## src/rtl/piso_serial_pkg.sv

```systemverilog
// Shared types and sizing helpers for the parallel-in/serial-out transmitter.
package piso_serial_pkg;

  typedef enum logic [1:0] {
    IDLE,
    SHIFT,
    DONE
  } state_t;

  // Counter width for a range of n values, never narrower than one bit.
  function automatic int cnt_w(input int n);
    return (n <= 2) ? 1 : $clog2(n);
  endfunction

endpackage

```

## src/rtl/clk_div_tick.sv

```systemverilog
// Bit-cell divider: pulses tick on the last cycle of each CLK_DIV-cycle cell while en is high.
module clk_div_tick
  import piso_serial_pkg::*;
#(
  parameter int CLK_DIV = 1
) (
  input  logic clk,
  input  logic rst,
  input  logic en,
  output logic tick
);

  localparam int            DW   = cnt_w(CLK_DIV);
  localparam logic [DW-1:0] LAST = DW'(CLK_DIV - 1);

  logic [DW-1:0] div_cnt;

  // With CLK_DIV=1 the counter is pinned at zero, so tick collapses to en.
  always_ff @(posedge clk) begin
    if (rst || !en || tick) div_cnt <= '0;
    else                    div_cnt <= div_cnt + 1'b1;
  end

  assign tick = en && (div_cnt == LAST);

endmodule

```

## src/rtl/piso_serial_tx.sv

```systemverilog
// Parallel-in/serial-out transmitter: one word per valid/ready handshake, sent bit-serially
// with frame enable, per-bit strobe and an end-of-frame done pulse.
module piso_serial_tx
  import piso_serial_pkg::*;
#(
  parameter int WIDTH     = 8,
  parameter int CLK_DIV   = 1,
  parameter bit MSB_FIRST = 1'b1
) (
  input  logic             clk,
  input  logic             rst,
  input  logic [WIDTH-1:0] tx_data,
  input  logic             tx_valid,
  output logic             tx_ready,
  output logic             ser_out,
  output logic             ser_en,
  output logic             bit_strobe,
  output logic             done
);

  localparam int            BW       = cnt_w(WIDTH);
  localparam logic [BW-1:0] LAST_BIT = BW'(WIDTH - 1);

  generate
    if (WIDTH < 2 || CLK_DIV < 1) begin : g_param_chk
      $error("piso_serial_tx: WIDTH must be >= 2 and CLK_DIV must be >= 1");
    end
  endgenerate

  state_t           state, state_n;
  logic [WIDTH-1:0] sreg, sreg_n;
  logic [BW-1:0]    bit_cnt, bit_cnt_n;
  logic             ser_out_n, ser_en_n, strobe_n, done_n;
  logic             tick;

  function automatic logic end_bit(input logic [WIDTH-1:0] v);
    return MSB_FIRST ? v[WIDTH-1] : v[0];
  endfunction

  function automatic logic [WIDTH-1:0] shift_word(input logic [WIDTH-1:0] v);
    return MSB_FIRST ? {v[WIDTH-2:0], 1'b0} : {1'b0, v[WIDTH-1:1]};
  endfunction

  clk_div_tick #(
    .CLK_DIV(CLK_DIV)
  ) u_div (
    .clk (clk),
    .rst (rst),
    .en  (state == SHIFT),
    .tick(tick)
  );

  assign tx_ready = (state == IDLE) && !rst;

  // Outputs are registered, so next-cycle values are computed here alongside the next state.
  always_comb begin
    state_n   = state;
    sreg_n    = sreg;
    bit_cnt_n = bit_cnt;
    ser_out_n = 1'b0;
    ser_en_n  = 1'b0;
    strobe_n  = 1'b0;
    done_n    = 1'b0;
    case (state)
      IDLE: begin
        if (tx_valid && tx_ready) begin
          state_n   = SHIFT;
          sreg_n    = tx_data;
          bit_cnt_n = '0;
          ser_out_n = end_bit(tx_data);
          ser_en_n  = 1'b1;
          strobe_n  = 1'b1;
        end
      end
      SHIFT: begin
        ser_en_n  = 1'b1;
        ser_out_n = end_bit(sreg);
        if (tick) begin
          if (bit_cnt == LAST_BIT) begin
            state_n   = DONE;
            ser_en_n  = 1'b0;
            ser_out_n = 1'b0;
            done_n    = 1'b1;
          end else begin
            sreg_n    = shift_word(sreg);
            bit_cnt_n = bit_cnt + 1'b1;
            ser_out_n = end_bit(sreg_n);
            strobe_n  = 1'b1;
          end
        end
      end
      DONE:    state_n = IDLE;
      default: state_n = IDLE;
    endcase
  end

  always_ff @(posedge clk) begin
    if (rst) begin
      state      <= IDLE;
      sreg       <= '0;
      bit_cnt    <= '0;
      ser_out    <= 1'b0;
      ser_en     <= 1'b0;
      bit_strobe <= 1'b0;
      done       <= 1'b0;
    end else begin
      state      <= state_n;
      sreg       <= sreg_n;
      bit_cnt    <= bit_cnt_n;
      ser_out    <= ser_out_n;
      ser_en     <= ser_en_n;
      bit_strobe <= strobe_n;
      done       <= done_n;
    end
  end

endmodule

```

## config.mk

```make
export PLATFORM = sky130hd
export DESIGN_NAME = piso_serial_tx
export DESIGN_NICKNAME = d
export VERILOG_FILES = /design/src/rtl/piso_serial_pkg.sv /design/src/rtl/clk_div_tick.sv /design/src/rtl/piso_serial_tx.sv
export SDC_FILE = /design/constraint.sdc
export NUM_CORES = 1
export LEC_CHECK = 0
export CAP_MARGIN = 10
export CORE_MARGIN = 3
export CORE_UTILIZATION = 56
export DETAILED_ROUTE_END_ITERATION = 6
export DONT_BUFFER_PORTS = 1
export PLACE_DENSITY_LB_ADDON = 0.15
export RECOVER_POWER = 100
export SYNTH_ARGS = -nofsm -noshare
export SYNTH_HDL_FRONTEND = slang
export SYNTH_SLANG_ARGS = --single-unit
```

## constraint.sdc

```tcl
create_clock -name clk -period 3.8 [get_ports clk]
set_clock_uncertainty 0.05 [all_clocks]
set_input_delay 0.76 -clock clk [delete_from_list [all_inputs] [get_ports clk]]
set_output_delay 0.76 -clock clk [all_outputs]
set_load 0.05 [all_outputs]
```

Yosys cells after proc, flatten, opt, wreduce, memory -nomap -nowiden
Index checks and enable logic that the tools add are counted.
{"block": "classes", "n_bitwise": 3, "eq_ne": 6, "n_reduce_logical": 12, "mux": 23, "n_addsub": 2}
{"cell": "8-bit 2-to-1 mux", "n": 3}
{"cell": "8-bit one-hot mux with 2 select lines", "n": 1}
{"cell": "3-bit 2-to-1 mux", "n": 3}
{"cell": "1-bit 2-to-1 mux", "n": 8}
{"cell": "2-bit 2-to-1 mux", "n": 3}
{"cell": "2-bit != test, second input constant", "n": 3}
{"cell": "1-bit one-hot mux with 2 select lines", "n": 3}
{"cell": "3-bit one-hot mux with 2 select lines", "n": 1}
{"cell": "2-bit one-hot mux with 2 select lines", "n": 1}
{"cell": "4-bit AND reduction", "n": 1}
{"cell": "3-bit by 1-bit adder with 3-bit output, second input constant", "n": 1}
{"cell": "3-bit == test, second input constant", "n": 1}
{"cell": "1-bit logical AND", "n": 3}
{"cell": "1-bit inverter", "n": 3}
{"cell": "3-bit AND reduction", "n": 1}
{"cell": "3-bit OR reduction", "n": 1}
{"cell": "2-bit by 1-bit == test with 1-bit output, second input constant", "n": 1}
{"cell": "1-bit logical NOT", "n": 2}
{"cell": "2-bit logical NOT", "n": 1}
{"cell": "1-bit logical OR", "n": 2}
{"cell": "2-bit by 1-bit != test with 1-bit output, second input constant", "n": 1}
{"cell": "2-bit nonzero test", "n": 1}
{"cell": "1-bit adder, second input constant", "n": 1}
{"block": "totals", "register_bits": 18, "word_cells": 54, "in_bits": 11, "out_inout_bits": 5}

Logic depth before layout (Yosys ltp)
{"block": "depth", "word_depth": 5, "ltp_mapped": 6, "mapped_depth_nobuf": 5}

Modules after synthesis
Synthesis repeated with hierarchy kept, for this count alone.
{"block": "unflattened", "hier_cells": 78, "area_unflattened_um2": 868.3}
{"module": "piso_serial_tx", "area_each_um2": 830.8, "n_inst": 1, "cells_each": 75, "seq_area_each_um2": 340.3}
{"module": "clk_div_tick", "area_each_um2": 37.5, "n_inst": 1, "cells_each": 3, "seq_area_each_um2": 20.0}

Worst setup path before layout
Ideal clock, no wire load.
{"block": "synth_timing", "kind": "input -> output", "startpoint": "input port rst", "endpoint": "output port tx_ready", "t_arrival_ps": 1670, "setup_slack_ps": 1320, "cell_stages": 2, "required_ps": 2990, "n_path_buf": 0, "cell_sequence": "or2_1 nor2_1"}
{"block": "synth_via", "elab_chain_cells": 2}
{"element": "from (decl)", "line_no": "piso_serial_tx.sv:11", "source": "input logic rst,"}
{"element": "1-bit logical NOT", "line_no": "piso_serial_tx.sv:53", "source": "assign tx_ready = (state == IDLE) && !rst;"}
{"element": "1-bit logical AND", "line_no": "piso_serial_tx.sv:53"}
{"element": "to (decl)", "line_no": "piso_serial_tx.sv:14", "source": "output logic tx_ready,"}
No other way between the ends.

Worst setup path after layout
{"block": "layout_timing", "startpoint": "register state[1]", "endpoint": "output port tx_ready"}
{"block": "layout_via", "elab_chain_cells": 2}
{"element": "from (decl)", "line_no": "piso_serial_tx.sv:30", "source": "state_t state, state_n;"}
{"element": "from (signal assigned)", "line_no": "piso_serial_tx.sv:107", "source": "state <= state_n;"}
{"element": "2-bit logical NOT", "line_no": "piso_serial_tx.sv:53"}
{"element": "1-bit logical AND", "line_no": "piso_serial_tx.sv:53"}
No other way between the ends.

==> flow_summary.ini <==
[timing]
hold_violations = 0
fin_tns_setup_ps = 0
max_freq_mhz = 380
rsz0062_at_grt = false
finalSetupViolCount = 0
whs_ps = 415
worst_pin_slew_ps = 887
layout_min_cycle_time_ps = 2630
fin_ws_ps = 1170
drv_slew = 0
slew_headroom_pct = 40.7
timing.final.crit_share_pct = 69.2

[floorplanning]
io_pins = 16
dieHeight_um = 44.9
coreArea_um2 = 1370
dieArea_um2 = 2020
start_util_pct = 62.0
rows = 13
die_width_um = 44.9

[cells_and_area]
antenna_cells = 0
drive_gt1_share_pct = 4.76
nets = 99
final_cell_mix = 18 x dfxtp_1, 8 x inv_1, 8 x nor2b_1
fillers = 139
mostFrequentLayoutCell = dfxtp_1
area_growth_syn_to_layout_pct = -2.22

[worst_hold_path]
min_path_type = reg2reg

[critical_path]
crit_fanout = 13
cp-end-kind = primary output
cp.required_ps = 2990
arrival_ps = 1820
start_kind = flop
worstSetupPathType = reg2out

[clocking]
clkSlewWorstSetupHoldPaths_ps = 100
cts_tree = done
post-cts-setup-buffers = 0
clockRootBuffer = clkbuf_4
cts-resized-gates = 0
numClockSinks = 18
cts_buffers = 3
clock_latency_ps = 280
htreeDepth = 1
clockBufferDepth = 2
cts_hold_buf = 0

[run_status]
status = finished, final reports clean

[global_route]
grt_pass1_wl_um = 2640
grt-ovfl-total = 0
grt_max_degree = 24
grt_usage_pct = 18.1
antenna_found_initial = 0
grt_pass1_vias = 566

[synthesis]
synth-xor-area-share_pct = 0
ys_seq_area_share_pct = 42.5
synth_compound_gate_area_share_pct = 28.2
yosysWarnings = 0
synth_nets = 99
avgSynthCellArea_um2 = 9.97
muxShareOfSynthArea_pct = 0
synth.distinct_cells = 27
synth_top_family_by_area = compound AO/OA/AOI/OAI gates
yosys.area_share.simple_pct = 17.6
synth.ff_latch_count = 18
syn_inst = 85
synth_fa_ha_area_share_pct = 4.43
syn_area_um2 = 847

[drt]
vias_per_cell = 6.33
antenna_left = 0
drtPass1Iterations = 3
drtIter0Drc = 6
totalWireLength_um = 1540
wl_per_cell_um = 15.6
drcViolationCount = 0
vias = 627

[pwr]
leakage_uw = 0.000335
irDropWorstVdd_mv = 0.266
powerDensity_nw_per_um2 = 448

[place]
dp_hpwl_um = 1090
dp_slack_ps = 1270
gp_congestion = 0.768
io_buffers = 0

[run]
max_cap_viol_count = 0
cell type report:
type | instances | area (µm²) | share of cell area, %
multi-input combinational | 54 | 383 | 46.2
sequential | 18 | 360 | 43.5
clock buffer | 4 | 36.3 | 4.38
inverter | 8 | 30.0 | 3.63
tap | 15 | 18.8 | 2.27
kinds of logic (layout without fill, tap and decap cells):
kind of cell	Yosys count	after routing
flip-flops	18	18
buffers and inverters	13	12
AO/OA/AOI/OAI	26	26
other	1	1
AND/OR/NAND/NOR	24	24
adder cells (fa/ha/maj)	3	3
layer usage:
layer  wire [µm]  GRT usage (%)
met5           0              0
met4          17           8.77
met3          71           2.79
met2         654           23.5
met1         798           28.3
final timing paths:
check | from | endpoint | slack [ps] | depth (start not counted)
setup reg to reg | state[0] | sreg[1] | 1740 | 3
setup / recovery | state[1] | tx_ready | 1170 | 2
hold / removal | sreg[2] | sreg[2] | 420 | 2
hold reg to reg | sreg[2] | sreg[2] | 420 | 2
synthesized netlist by cell type:
cell type	instances	area (µm²)
clkbuf_1	3	11.3
dfxtp_1	18	360
buf_6	1	11.3
nand3_1	1	5.00
o311a_1	1	10.0
a21oi_1	6	30.0
conb_1	1	3.75
or3b_1	1	8.76
a221oi_2	7	105
a211oi_1	7	52.6
nor2b_1	8	50.1
a31o_1	1	8.76
nand2_1	1	3.75
or2_1	1	6.26
nor3_1	2	10.0
nor2_1	3	11.3
buf_2	1	5.00
ha_1	3	37.5
nor4bb_1	1	10.0
or3b_4	1	11.3
o21ai_0	1	5.00
nand3b_1	1	7.51
nand2b_1	2	12.5
and3_1	2	12.5
a21o_1	1	7.51
a32o_1	2	20.0
inv_1	8	30.0
report_power, final:
group	switching, µW	internal [µW]
clock network	56.4	58.2
logic	20.8	16.6
registers	18.3	200
registers in the layout (all words and copies together) (netlist names):
name / cells
sreg: 8
bit_cnt: 3
state: 2
bit_strobe: 1
done: 1
ser_en: 1
ser_out: 1
u_div.div_cnt: 1
worst max-delay path, stage by stage (launching register included):
cell     delay, ps
dfxtp_1        450
or2_0          370
nor2_1         710
metrics by stage:
step                      util (%)  area, µm²  power [µW]  instances
after detailed placement      61.4        838         269         95
after global routing          60.6        828         392         99
after global placement        61.4        838         268         95
after floorplan                  -        847         265         85
after CTS                     64.0        875         382         99
final                         60.6        828         371         99
(Power assumes the default switching activity.)
